===== src/rtl/alarm_controller_if.sv =====
// Signal bundle between the alarm controller and its time base, keypad and display.
// The bench drives the master side and the controller uses the slave side.
interface alarm_controller_if;
  logic       sec_tick;
  logic [4:0] hh;
  logic [5:0] mm;
  logic [5:0] ss;
  logic       en;
  logic       set_al;
  logic       sel_min;
  logic       up_p;
  logic       down_p;
  logic       stop_p;
  logic       snooze_p;
  logic       beep;
  logic [4:0] al_hh;
  logic [5:0] al_mm;
  logic       ringing;
  logic       buzzer;

  modport master (
    output sec_tick, hh, mm, ss, en, set_al, sel_min,
    output up_p, down_p, stop_p, snooze_p, beep,
    input  al_hh, al_mm, ringing, buzzer
  );

  modport slave (
    input  sec_tick, hh, mm, ss, en, set_al, sel_min,
    input  up_p, down_p, stop_p, snooze_p, beep,
    output al_hh, al_mm, ringing, buzzer
  );
endinterface


===== src/rtl/alarm_controller.sv =====
// Alarm clock controller: alarm time editing, match detection and the IDLE/RING/SNOOZE FSM.
// Define ALARM_SNOOZE_EN to compile in the snooze state, the snooze counter and snooze_p handling.
module alarm_controller #(
  parameter int RING_SEC   = 60,
  parameter int SNOOZE_MIN = 5
) (
  input logic               clk,
  input logic               rst_n,
  alarm_controller_if.slave bus
);

  localparam logic [7:0] RING_LAST = 8'(RING_SEC - 1);

`ifdef ALARM_SNOOZE_EN
  localparam logic [11:0] SNOOZE_LOAD = 12'(SNOOZE_MIN * 60);
  typedef enum logic [1:0] {ST_IDLE = 2'd0, ST_RING = 2'd1, ST_SNOOZE = 2'd2} state_t;
  logic [11:0] snz_cnt_q, snz_cnt_d;
`else
  typedef enum logic [1:0] {ST_IDLE = 2'd0, ST_RING = 2'd1} state_t;
  logic unused_snooze_s;
  assign unused_snooze_s = bus.snooze_p;
`endif

  state_t     state_q, state_d;
  logic [7:0] ring_cnt_q, ring_cnt_d;
  logic [4:0] al_hh_q, al_hh_d;
  logic [5:0] al_mm_q, al_mm_d;
  logic       match_q;
  logic       match_s;
  logic       trigger_s;

  assign match_s   = (bus.hh == al_hh_q) && (bus.mm == al_mm_q) && (bus.ss == 6'd0);
  assign trigger_s = match_s && !match_q;

  // Register bank; match_q resets high so 00:00:00 right after reset is not an edge.
  always_ff @(posedge clk or negedge rst_n) begin
    if (!rst_n) begin
      state_q    <= ST_IDLE;
      ring_cnt_q <= 8'd0;
      al_hh_q    <= 5'd0;
      al_mm_q    <= 6'd0;
      match_q    <= 1'b1;
`ifdef ALARM_SNOOZE_EN
      snz_cnt_q  <= 12'd0;
`endif
    end else begin
      state_q    <= state_d;
      ring_cnt_q <= ring_cnt_d;
      al_hh_q    <= al_hh_d;
      al_mm_q    <= al_mm_d;
      match_q    <= match_s;
`ifdef ALARM_SNOOZE_EN
      snz_cnt_q  <= snz_cnt_d;
`endif
    end
  end

  // Alarm time editing; simultaneous up and down cancel each other.
  always_comb begin
    al_hh_d = al_hh_q;
    al_mm_d = al_mm_q;
    if (bus.set_al && (bus.up_p != bus.down_p)) begin
      if (bus.sel_min) begin
        if (bus.up_p) begin
          al_mm_d = (al_mm_q == 6'd59) ? 6'd0 : al_mm_q + 6'd1;
        end else begin
          al_mm_d = (al_mm_q == 6'd0) ? 6'd59 : al_mm_q - 6'd1;
        end
      end else begin
        if (bus.up_p) begin
          al_hh_d = (al_hh_q == 5'd23) ? 5'd0 : al_hh_q + 5'd1;
        end else begin
          al_hh_d = (al_hh_q == 5'd0) ? 5'd23 : al_hh_q - 5'd1;
        end
      end
    end else begin
      al_hh_d = al_hh_q;
      al_mm_d = al_mm_q;
    end
  end

  // Next-state logic; disarm or edit mode overrides every other transition.
  always_comb begin
    state_d    = state_q;
    ring_cnt_d = ring_cnt_q;
`ifdef ALARM_SNOOZE_EN
    snz_cnt_d  = snz_cnt_q;
`endif
    if (!bus.en || bus.set_al) begin
      state_d    = ST_IDLE;
      ring_cnt_d = 8'd0;
`ifdef ALARM_SNOOZE_EN
      snz_cnt_d  = 12'd0;
`endif
    end else begin
      case (state_q)
        ST_IDLE: begin
          if (trigger_s) begin
            state_d    = ST_RING;
            ring_cnt_d = 8'd0;
          end else begin
            state_d = ST_IDLE;
          end
        end
        ST_RING: begin
          if (bus.stop_p) begin
            state_d    = ST_IDLE;
            ring_cnt_d = 8'd0;
`ifdef ALARM_SNOOZE_EN
          end else if (bus.snooze_p) begin
            state_d    = ST_SNOOZE;
            ring_cnt_d = 8'd0;
            snz_cnt_d  = SNOOZE_LOAD;
`endif
          end else if (bus.sec_tick) begin
            if (ring_cnt_q == RING_LAST) begin
              state_d    = ST_IDLE;
              ring_cnt_d = 8'd0;
            end else begin
              ring_cnt_d = ring_cnt_q + 8'd1;
            end
          end else begin
            state_d = ST_RING;
          end
        end
`ifdef ALARM_SNOOZE_EN
        ST_SNOOZE: begin
          if (bus.stop_p) begin
            state_d   = ST_IDLE;
            snz_cnt_d = 12'd0;
          end else if (bus.sec_tick) begin
            if (snz_cnt_q <= 12'd1) begin
              state_d    = ST_RING;
              ring_cnt_d = 8'd0;
              snz_cnt_d  = 12'd0;
            end else begin
              snz_cnt_d = snz_cnt_q - 12'd1;
            end
          end else begin
            state_d = ST_SNOOZE;
          end
        end
`endif
        default: begin
          state_d    = ST_IDLE;
          ring_cnt_d = 8'd0;
        end
      endcase
    end
  end

  assign bus.al_hh   = al_hh_q;
  assign bus.al_mm   = al_mm_q;
  assign bus.ringing = (state_q == ST_RING);
  assign bus.buzzer  = (state_q == ST_RING) && bus.beep;

endmodule


===== src/flat_wrapper.sv =====
// flat-port wrapper written by rule: the top's interface ports become plain ports
module alarm_controller_flat 
#(
  parameter int RING_SEC   = 60,
  parameter int SNOOZE_MIN = 5
)
  (clk, rst_n, bus_sec_tick, bus_hh, bus_mm, bus_ss, bus_en, bus_set_al, bus_sel_min, bus_up_p, bus_down_p, bus_stop_p, bus_snooze_p, bus_beep, bus_al_hh, bus_al_mm, bus_ringing, bus_buzzer);
  alarm_controller_if bus_i ();
  input logic clk;
  input logic rst_n;
  input wire logic [$bits(bus_i.sec_tick)-1:0] bus_sec_tick;
  input wire logic [$bits(bus_i.hh)-1:0] bus_hh;
  input wire logic [$bits(bus_i.mm)-1:0] bus_mm;
  input wire logic [$bits(bus_i.ss)-1:0] bus_ss;
  input wire logic [$bits(bus_i.en)-1:0] bus_en;
  input wire logic [$bits(bus_i.set_al)-1:0] bus_set_al;
  input wire logic [$bits(bus_i.sel_min)-1:0] bus_sel_min;
  input wire logic [$bits(bus_i.up_p)-1:0] bus_up_p;
  input wire logic [$bits(bus_i.down_p)-1:0] bus_down_p;
  input wire logic [$bits(bus_i.stop_p)-1:0] bus_stop_p;
  input wire logic [$bits(bus_i.snooze_p)-1:0] bus_snooze_p;
  input wire logic [$bits(bus_i.beep)-1:0] bus_beep;
  output wire logic [$bits(bus_i.al_hh)-1:0] bus_al_hh;
  output wire logic [$bits(bus_i.al_mm)-1:0] bus_al_mm;
  output wire logic [$bits(bus_i.ringing)-1:0] bus_ringing;
  output wire logic [$bits(bus_i.buzzer)-1:0] bus_buzzer;
  assign bus_i.sec_tick = bus_sec_tick;
  assign bus_i.hh = bus_hh;
  assign bus_i.mm = bus_mm;
  assign bus_i.ss = bus_ss;
  assign bus_i.en = bus_en;
  assign bus_i.set_al = bus_set_al;
  assign bus_i.sel_min = bus_sel_min;
  assign bus_i.up_p = bus_up_p;
  assign bus_i.down_p = bus_down_p;
  assign bus_i.stop_p = bus_stop_p;
  assign bus_i.snooze_p = bus_snooze_p;
  assign bus_i.beep = bus_beep;
  assign bus_al_hh = bus_i.al_hh;
  assign bus_al_mm = bus_i.al_mm;
  assign bus_ringing = bus_i.ringing;
  assign bus_buzzer = bus_i.buzzer;
  alarm_controller #(.RING_SEC(RING_SEC), .SNOOZE_MIN(SNOOZE_MIN)) u_core (.clk(clk), .rst_n(rst_n), .bus(bus_i));
endmodule

===== config.mk =====
export PLATFORM = sky130hd
export DESIGN_NAME = alarm_controller_flat
export DESIGN_NICKNAME = d
export VERILOG_FILES = /design/src/rtl/alarm_controller_if.sv /design/src/rtl/alarm_controller.sv /design/src/flat_wrapper.sv
export SDC_FILE = /design/constraint.sdc
export NUM_CORES = 1
export LEC_CHECK = 0
export ABC_CLOCK_PERIOD_IN_PS = 4050
export BUFFER_PORTS_ARGS = -buffer_cell sky130_fd_sc_hd__buf_2
export CORE_MARGIN = 4
export CORE_UTILIZATION = 45
export DETAILED_ROUTE_END_ITERATION = 7
export PLACE_DENSITY = 0.8
export SYNTH_ARGS = -nofsm -noshare
export SYNTH_HDL_FRONTEND = slang
export SYNTH_SLANG_ARGS = --single-unit

===== constraint.sdc =====
create_clock -name clk -period 4.05 [get_ports clk]
set_input_delay 0.81 -clock clk [delete_from_list [all_inputs] [get_ports clk]]
set_output_delay 0.81 -clock clk [all_outputs]
set_load 0.05 [all_outputs]

==> metrics.txt, run 1 <==
# TYPE chip_impl_metric gauge
chip_impl_info{name="kind_of_critical_path",value="input port to register"} 1
chip_impl_metric{name="synthDistinctLibCells",unit=""} 50
chip_impl_info{name="r2r_path_start",value="u_core.bus.al_mm[0]"} 1
chip_impl_metric{name="core.rowCount",unit=""} 21
chip_impl_metric{name="clkTransAtPathRegs",unit="ns"} 0.08
chip_impl_metric{name="maxSlewViolCount",unit=""} 0
chip_impl_metric{name="dieWidth",unit="um"} 68.45
chip_impl_metric{name="grt_pass1_vias",unit=""} 1432
chip_impl_metric{name="antenna_cells_inserted",unit=""} 0
chip_impl_metric{name="design.portCount",unit=""} 41
chip_impl_metric{name="critical_path_required",unit="ns"} 4.26
chip_impl_info{name="hold_path.class",value="input port to asynchronous set/reset pin"} 1
chip_impl_metric{name="grt_antenna_before_repair",unit=""} 0
chip_impl_info{name="critical_path.cell_chain",value="buf_2, xor2_4, nand3_1, nor4b_1, o21ai_0, nand3_1"} 1
chip_impl_info{name="tritoncts",value="yes"} 1
chip_impl_metric{name="syn-cell-area",unit="um2"} 1644
chip_impl_metric{name="cts_hold_buffers",unit=""} 0
chip_impl_info{name="critPathLaunch",value="bus_up_p"} 1
chip_impl_info{name="cp_slowest_cell",value="sky130_fd_sc_hd__nand3_1"} 1
chip_impl_metric{name="remaining_drc_errors",unit=""} 0
chip_impl_metric{name="postSynthCellCount",unit=""} 190
chip_impl_metric{name="fin_hold_ws",unit="ns"} 0.5026
chip_impl_metric{name="vias_per_cell",unit=""} 5.861
chip_impl_metric{name="globalRouteTotalUtil",unit=""} 0.1823
chip_impl_metric{name="cts_setup_buffers",unit=""} 0
chip_impl_metric{name="drt-pass1-iter-count",unit=""} 4
chip_impl_metric{name="synth_seq_cells",unit=""} 21
chip_impl_metric{name="worstPathMaxFanout",unit=""} 19
chip_impl_metric{name="worst-endpoint-arrival",unit="ns"} 2.35
chip_impl_metric{name="tns",unit="ns"} 0
chip_impl_info{name="cts_root_buffer",value="sky130_fd_sc_hd__clkbuf_8"} 1
chip_impl_metric{name="sum_of_internal_switching_and_leakage_power",unit="W"} 0.0009156
chip_impl_metric{name="tightest_slew_margin_relative_to_the_limit",unit=""} 0.6362
chip_impl_metric{name="post_cts_repair_resize_count",unit=""} 0
chip_impl_metric{name="synthArstFlopShare",unit=""} 1.000
chip_impl_metric{name="tightestPinTransition",unit="ns"} 0.5421
chip_impl_metric{name="grt_first_pass_wirelength",unit="mm"} 6.472
chip_impl_metric{name="die_height",unit="um"} 68.45
chip_impl_metric{name="drt_wl_total",unit="mm"} 3.922
chip_impl_info{name="mostFrequentLayoutCells",value="sky130_fd_sc_hd__buf_2 (39), sky130_fd_sc_hd__dfrtp_1 (20), sky130_fd_sc_hd__nand2_1 (14)"} 1
chip_impl_metric{name="clockBufferDepth",unit=""} 2
chip_impl_metric{name="placement.cell_area",unit="um2"} 1828
chip_impl_metric{name="layout_min_cycle_time",unit="ns"} 2.146
chip_impl_metric{name="area_growth_syn_to_layout",unit="%"} 14.00
chip_impl_metric{name="vias_after_detailed_routing",unit=""} 1565
chip_impl_info{name="outcome",value="completed"} 1
chip_impl_metric{name="min_period_over_period",unit=""} 0.5300
chip_impl_metric{name="post_route_cells_drive_above_1_share",unit=""} 0.2308
chip_impl_metric{name="core_area",unit="um2"} 3442
chip_impl_metric{name="drt.antenna.violating_nets",unit=""} 0
chip_impl_metric{name="ys.warnings.count",unit=""} 0
chip_impl_metric{name="io_buffer_count",unit=""} 39
chip_impl_info{name="layout_commonest_cell",value="sky130_fd_sc_hd__buf_2"} 1
chip_impl_info{name="worst_path_most_repeated_cell",value="sky130_fd_sc_hd__nand3_1"} 1
chip_impl_metric{name="drt_first_iter_violations",unit=""} 132
chip_impl_metric{name="final_nets",unit=""} 256
chip_impl_metric{name="drv_cap",unit=""} 0
chip_impl_metric{name="initial_standard_cell_utilization_of_the_core",unit=""} 0.4776
chip_impl_metric{name="leakagePower",unit="nW"} 0.8562
chip_impl_metric{name="vdd_ir_drop_max",unit="mV"} 0.4577
chip_impl_metric{name="overflow",unit=""} 0
chip_impl_metric{name="fmax",unit="MHz"} 465.9
chip_impl_metric{name="final_hold_violating_endpoints",unit=""} 0
chip_impl_metric{name="slowest_stage_delay_cp",unit="ns"} 0.38
chip_impl_metric{name="numClockSinks",unit=""} 21
chip_impl_metric{name="power.density",unit="nW/um2"} 488.5
chip_impl_info{name="crit_path_end_kind",value="register"} 1
chip_impl_metric{name="gpl.final_weighted_congestion",unit=""} 0.8169
chip_impl_metric{name="die-area",unit="um2"} 4685
chip_impl_metric{name="final_cell_area",unit="um2"} 1874
chip_impl_metric{name="synthesis.nets",unit=""} 224
chip_impl_metric{name="largest_net_degree_at_the_start_of_global_routing",unit=""} 22
chip_impl_info{name="startpoint_type",value="input port"} 1
chip_impl_metric{name="number_of_enable_type_register_cells_in_the_synthesized_netlist",unit=""} 0
chip_impl_info{name="synth_ff_type",value="sky130_fd_sc_hd__dfrtp_1"} 1
chip_impl_metric{name="ys_seq_area_frac",unit=""} 0.3204
chip_impl_metric{name="worst_skew_pair.late_latency",unit="ns"} 0.26
chip_impl_info{name="rsz_0062_raised_after_global_routing",value="no"} 1
chip_impl_metric{name="wl_per_cell",unit="um"} 14.69
chip_impl_metric{name="syn-mean-instance-area",unit="um2"} 8.653
chip_impl_metric{name="cts-htree-levels",unit=""} 1
chip_impl_metric{name="finalSetupViolations",unit=""} 0
chip_impl_metric{name="cts-buffers-inserted",unit=""} 3
chip_impl_metric{name="final.setup_skew",unit="ns"} 0.005493
chip_impl_metric{name="dp.final_hpwl",unit="mm"} 2.903
-- sequential cells by signal, indices dropped and copies added (netlist names) --
name	cells
u_core.ring_cnt_q	8
u_core.bus.al_mm	6
u_core.state_q	1
u_core.bus.al_hh	5
u_core.match_q	1
-- routing by layer --
layer / track usage / vias to the layer above / share of wire
met5: 0 / - / 0
met4: 0.07196 / 0 / 0.021
met3: 0.02956 / 7 / 0.065
met2: 0.2992 / 58 / 0.49
met1: 0.2368 / 729 / 0.42
li1: - / 771 / -
-- power by group --
| group | switching (W) | total (W) | internal [W] |
|---|---|---|---|
| clock | 0.0000713 | 0.000140 | 0.0000687 |
| combinational | 0.000289 | 0.000433 | 0.000143 |
| sequential | 0.0000974 | 0.000343 | 0.000245 |
| total | 0.000458 | 0.000916 | 0.000457 |
-- layout make-up --
cell class                 count  area (um2)
tap                           46       57.56
fill                         321        1568
inverter                       8       30.03
timing repair buffer          39       195.2
clock inverter                 1       5.005
multi-input combinational    149        1018
clock buffer                   3       41.29
sequential                    21       526.8
-- final timing paths --
check | to | slack [ns] | depth (start not counted)
hold / removal | u_core.bus.al_hh[1] | 0.50 | 1
max in group asynchronous | u_core.match_q | 3.20 | 1
setup reg to reg | u_core.bus.al_mm[3] | 1.96 | 6
setup / recovery | u_core.bus.al_mm[2] | 1.90 | 6
hold reg to reg | u_core.ring_cnt_q[7] | 0.51 | 1
min in group clk | u_core.ring_cnt_q[7] | 0.51 | 1
-- synth_stat cells (4+ instances only) --
cell type,number,area [um2]
sky130_fd_sc_hd__nand3_1,11,55.05
sky130_fd_sc_hd__nor3_1,7,35.03
sky130_fd_sc_hd__ha_1,6,75.07
sky130_fd_sc_hd__nand2b_1,4,25.02
sky130_fd_sc_hd__nor2_1,10,37.54
sky130_fd_sc_hd__xor2_1,9,78.83
sky130_fd_sc_hd__nand2_1,14,52.55
sky130_fd_sc_hd__buf_2,4,20.02
sky130_fd_sc_hd__a21oi_1,13,65.06
sky130_fd_sc_hd__and3_1,5,31.28
sky130_fd_sc_hd__inv_1,8,30.03
sky130_fd_sc_hd__o31ai_1,4,30.03
sky130_fd_sc_hd__o21ai_0,9,45.04
sky130_fd_sc_hd__dfrtp_1,20,500.5
sky130_fd_sc_hd__clkbuf_1,5,18.77
sky130_fd_sc_hd__nor4_1,5,31.28
sky130_fd_sc_hd__a41oi_1,8,70.07
-- stage by stage --
step	util	setup slack, ns	cells
6_report	0.5445	1.904	267
5_1_grt	0.5445	1.733	267
4_1_cts	0.5445	1.936	267
3_5_place_dp	0.5311	1.637	263
3_3_place_gp	0.5311	1.695	263
2_1_floorplan	-	1.921	190
-- worst max-delay path: cells and delay by family --
| kind | cells | cell delay (ns) |
|---|---|---|
| AOI/OAI and AO/OA | 1 | 0.14 |
| xor gates and xnor gates | 1 | 0.22 |
| buffers and inverters | 1 | 0.34 |
| and+or+nand+nor | 3 | 0.85 |
-- kinds of logic after synthesis --
kind of cell               synth area share
and+or+nand+nor                      0.2709
DFF                                  0.3204
AOI/OAI and AO/OA                    0.2222
buffers and inverters               0.06012
adders and majority gates           0.04566
xor gates and xnor gates            0.08068
No activity file was read; power rests on OpenSTA's default activity.
==> run 2, diff against run 1 <==
ABC_AREA = 1   (was unset)
ABC_CLOCK_PERIOD_IN_PS = 2020   (was 4050)
clock period = 2.02 ns   (was 4.05 ns; I/O delays follow)
==> run 2 against run 1 <==
Against the previous run: final area increased by 6.7%; routed wire length decreased by 3.1%; critical path depth increased by 5; die area increased by 3.9%; global-route usage decreased by 2.6 points; area after synthesis increased by 4.4%; clock skew decreased by 0.0042 ns; clock power increased by 90%; power increased by 130%.
==> metrics.txt, run 2 <==
# TYPE chip_impl_metric gauge
chip_impl_info{name="outcome",value="completed"} 1
chip_impl_metric{name="drt_first_iter_violations",unit=""} 68
chip_impl_metric{name="grt_pass1_vias",unit=""} 1510
chip_impl_metric{name="gpl.final_weighted_congestion",unit=""} 0.8859
chip_impl_metric{name="vdd_ir_drop_max",unit="mV"} 0.6334
chip_impl_metric{name="critical_path_required",unit="ns"} 2.17
chip_impl_metric{name="cts_hold_buffers",unit=""} 0
chip_impl_metric{name="power.share.sequential",unit=""} 0.328
chip_impl_metric{name="final.setup_skew",unit="ns"} 0.001292
chip_impl_info{name="critPathLaunch",value="u_core.bus.al_hh[3]"} 1
chip_impl_metric{name="fin_hold_ws",unit="ns"} 0.08234
chip_impl_metric{name="antenna_cells_inserted",unit=""} 0
chip_impl_metric{name="area_growth_syn_to_layout",unit="%"} 16.55
chip_impl_metric{name="post_cts_repair_resize_count",unit=""} 0
chip_impl_metric{name="ys.warnings.count",unit=""} 0
chip_impl_metric{name="drt.antenna.violating_nets",unit=""} 0
chip_impl_metric{name="grt_first_pass_wirelength",unit="mm"} 6.368
chip_impl_info{name="mostFrequentLayoutCells",value="sky130_fd_sc_hd__nand2_1 (76), sky130_fd_sc_hd__buf_2 (39), sky130_fd_sc_hd__inv_1 (28)"} 1
chip_impl_metric{name="power.density",unit="nW/um2"} 1075
chip_impl_metric{name="slowest_stage_delay_cp",unit="ns"} 0.50
chip_impl_metric{name="tightestPinTransition",unit="ns"} 0.4441
chip_impl_metric{name="clockBufferDepth",unit=""} 2
chip_impl_info{name="kind_of_critical_path",value="register to register"} 1
chip_impl_metric{name="finalSetupViolations",unit=""} 0
chip_impl_info{name="worst_r2r_dst",value="u_core.ring_cnt_q[4]"} 1
chip_impl_metric{name="design.portCount",unit=""} 41
chip_impl_metric{name="power.net_switching",unit="W"} 0.001138
chip_impl_metric{name="syn-mean-instance-area",unit="um2"} 6.706
chip_impl_metric{name="setup.reg_to_reg.worst_slack",unit="ns"} 0.38
chip_impl_metric{name="drv_cap",unit=""} 0
chip_impl_metric{name="min_period_over_period",unit=""} 0.8111
chip_impl_metric{name="total_buffers_and_inverters_traversed_by_the_critical_path",unit=""} 1
chip_impl_metric{name="cts-htree-levels",unit=""} 1
chip_impl_info{name="worst_path_most_repeated_cell",value="sky130_fd_sc_hd__nand2_1"} 1
chip_impl_info{name="cts_root_buffer",value="sky130_fd_sc_hd__clkbuf_8"} 1
chip_impl_metric{name="synthArstFlopShare",unit=""} 1.000
chip_impl_metric{name="synthesis.nets",unit=""} 290
chip_impl_metric{name="synth_top_area_frac",unit=""} 0.2915
chip_impl_info{name="max_flop_register",value="u_core.ring_cnt_q"} 1
chip_impl_metric{name="num-fill-cells",unit=""} 355
chip_impl_metric{name="seq_area",unit="um2"} 526.8
chip_impl_metric{name="worst-endpoint-arrival",unit="ns"} 1.78
chip_impl_metric{name="cts_setup_buffers",unit=""} 0
chip_impl_metric{name="leakagePower",unit="nW"} 1.089
chip_impl_info{name="synthTopCellsByCount",value="sky130_fd_sc_hd__nand2_1 (76), sky130_fd_sc_hd__inv_1 (28), sky130_fd_sc_hd__nor2_1 (24)"} 1
chip_impl_metric{name="maxSlewViolCount",unit=""} 0
chip_impl_metric{name="dp.cells",unit=""} 340
chip_impl_metric{name="die_height",unit="um"} 69.77
chip_impl_info{name="hold_path.class",value="input port to asynchronous set/reset pin"} 1
chip_impl_info{name="yosys.cell_count.top_type",value="sky130_fd_sc_hd__nand2_1"} 1
chip_impl_metric{name="synth_seq_cells",unit=""} 21
chip_impl_metric{name="core.rowCount",unit=""} 22
chip_impl_metric{name="overflow",unit=""} 0
chip_impl_metric{name="dieWidth",unit="um"} 69.77
chip_impl_metric{name="cts-buffers-inserted",unit=""} 3
chip_impl_metric{name="largest_net_degree_at_the_start_of_global_routing",unit=""} 22
chip_impl_metric{name="tns",unit="ns"} 0
chip_impl_metric{name="globalRouteTotalUtil",unit=""} 0.1562
chip_impl_info{name="critical_path.cell_chain",value="inv_2, nand2_1, nand2_1, nor2_1, nand2_1, nor2_4, nand3_2, nand2_4, nand2_4, nand2_1, nand2_1"} 1
chip_impl_metric{name="final_hold_violating_endpoints",unit=""} 0
chip_impl_metric{name="grt_antenna_before_repair",unit=""} 0
chip_impl_metric{name="multi_input_area",unit="um2"} 1018
chip_impl_metric{name="vias_per_cell",unit=""} 4.977
chip_impl_info{name="synth_top_cells_by_area",value="sky130_fd_sc_hd__dfrtp_1 (29%), sky130_fd_sc_hd__nand2_1 (17%), sky130_fd_sc_hd__xor2_1 (7.7%)"} 1
chip_impl_metric{name="tightest_slew_margin_relative_to_the_limit",unit=""} 0.7039
chip_impl_info{name="startpoint_type",value="register"} 1
chip_impl_info{name="synth_largest_area_cell",value="sky130_fd_sc_hd__dfrtp_1"} 1
chip_impl_metric{name="die-area",unit="um2"} 4867
chip_impl_metric{name="post_route_cells_drive_above_1_share",unit=""} 0.2264
chip_impl_metric{name="final-instance-count-excl-fill",unit=""} 344
chip_impl_metric{name="share_comb_of_total_power",unit=""} 0.549
chip_impl_info{name="r2r_path_start",value="u_core.bus.al_hh[3]"} 1
chip_impl_info{name="rsz_0062_raised_after_global_routing",value="no"} 1
chip_impl_metric{name="numClockSinks",unit=""} 21
chip_impl_info{name="crit_path_end_kind",value="register"} 1
chip_impl_metric{name="worst_skew_pair.late_latency",unit="ns"} 0.25
chip_impl_metric{name="worstPathMaxFanout",unit=""} 9
chip_impl_metric{name="initial_standard_cell_utilization_of_the_core",unit=""} 0.4689
chip_impl_metric{name="number_of_enable_type_register_cells_in_the_synthesized_netlist",unit=""} 0
chip_impl_metric{name="rr_worst_depth",unit=""} 11
chip_impl_metric{name="clock_power_share",unit=""} 0.124
chip_impl_metric{name="largest_register_ffs",unit=""} 8
chip_impl_metric{name="core_area",unit="um2"} 3661
chip_impl_metric{name="intPower",unit="W"} 0.001013
chip_impl_metric{name="io_buffer_count",unit=""} 39
chip_impl_metric{name="wl_per_cell",unit="um"} 11.05
chip_impl_metric{name="vias_after_detailed_routing",unit=""} 1712
chip_impl_metric{name="swShare",unit=""} 0.5289
chip_impl_info{name="layout_commonest_cell",value="sky130_fd_sc_hd__nand2_1"} 1
chip_impl_info{name="tritoncts",value="yes"} 1
chip_impl_metric{name="dp.final_hpwl",unit="mm"} 2.962
chip_impl_metric{name="remaining_drc_errors",unit=""} 0
chip_impl_metric{name="syn-cell-area",unit="um2"} 1717
chip_impl_metric{name="layout_min_cycle_time",unit="ns"} 1.638
chip_impl_info{name="cp_slowest_cell",value="sky130_fd_sc_hd__dfrtp_1"} 1
chip_impl_info{name="crit_family",value="simple AND/OR/NAND/NOR gates"} 1
chip_impl_metric{name="fmax",unit="MHz"} 610.4
chip_impl_metric{name="final_nets",unit=""} 331
chip_impl_info{name="synth_ff_type",value="sky130_fd_sc_hd__dfrtp_1"} 1
chip_impl_metric{name="drt_wl_total",unit="mm"} 3.800
chip_impl_metric{name="ys_seq_area_frac",unit=""} 0.3069
chip_impl_metric{name="postSynthCellCount",unit=""} 256
chip_impl_metric{name="synthDistinctLibCells",unit=""} 31
chip_impl_metric{name="drt-pass1-iter-count",unit=""} 4
chip_impl_metric{name="clkTransAtPathRegs",unit="ns"} 0.07
## run 2: changes by cell type after synthesis, sizes merged, moves of 4 or more
cell | previous run | this run
a21oi | 14 | 7
a41oi | 8 | 0
and3 | 5 | 0
clkbuf | 5 | 0
inv | 8 | 39
nand2 | 14 | 79
nand2b | 4 | 0
nand3 | 11 | 23
nor2 | 10 | 28
nor4 | 5 | 1
xor2 | 10 | 15
## run 2: final cells by class
class,count,share of cell area
clock buffer,3,0.02064
clock inverter,1,0.002502
inverter,39,0.07317
multi-input combinational,192,0.5091
sequential,21,0.2633
tap,48,0.03002
timing repair buffer,40,0.1013
## run 2: kinds of logic (layout without fill, tap and decap cells)
group,count (synthesis),after routing,synth area share
flip-flops,21,21,0.3069
XOR/XNOR,17,17,0.08674
AND/OR/NAND/NOR,144,144,0.3827
adder cells (fa/ha/maj),6,6,0.04373
AO/OA/AOI/OAI,25,25,0.08017
buffers and inverters,43,83,0.09985
## run 2: metrics by stage
stage          utilization  total power, W  cell area [um2]  setup slack, ns
3_3_place_gp        0.5338        0.001869             1954           0.4436
4_1_cts             0.5465        0.002155             2001           0.4002
6_report            0.5465        0.002151             2001           0.3817
3_5_place_dp        0.5338        0.001881             1954           0.4074
5_1_grt             0.5465        0.002300             2001           0.2028
2_1_floorplan            -        0.001614             1717           0.3011
## run 2: worst max path at each step
stage,to,depth (start not counted)
floorplan,u_core.ring_cnt_q[2],12
global placement,u_core.ring_cnt_q[3],8
detailed placement,u_core.ring_cnt_q[4],11
CTS,u_core.ring_cnt_q[4],11
global route,u_core.bus.al_mm[5],8
finish,u_core.ring_cnt_q[4],11
## run 2: per-layer routing
layer  routed length [um]  track usage  vias up
li1                     -            -      888
met1                 1692       0.1875      771
met2                 1825       0.2791       47
met3                  233      0.04348        6
met4                   48      0.02766        0
met5                    0            0        -
## run 2: worst reg2reg max path, stage by stage, from the launching register on
cell	delay, ns
sky130_fd_sc_hd__dfrtp_1	0.50
sky130_fd_sc_hd__inv_2	0.11
sky130_fd_sc_hd__nand2_1	0.07
sky130_fd_sc_hd__nand2_1	0.06
sky130_fd_sc_hd__nor2_1	0.11
sky130_fd_sc_hd__nand2_1	0.10
sky130_fd_sc_hd__nor2_4	0.11
sky130_fd_sc_hd__nand3_2	0.10
sky130_fd_sc_hd__nand2_4	0.14
sky130_fd_sc_hd__nand2_4	0.10
sky130_fd_sc_hd__nand2_1	0.07
sky130_fd_sc_hd__nand2_1	0.05
## run 2: power by group through the flow
stage	Clock, W	Combinational, W	Sequential [W]
finish	0.000266	0.00118	0.000705
floorplan	0	0.000655	0.000960
global route	0.000297	0.00128	0.000725
global placement	0	0.00116	0.000710
detailed placement	0	0.00117	0.000710
CTS	0.000273	0.00118	0.000702
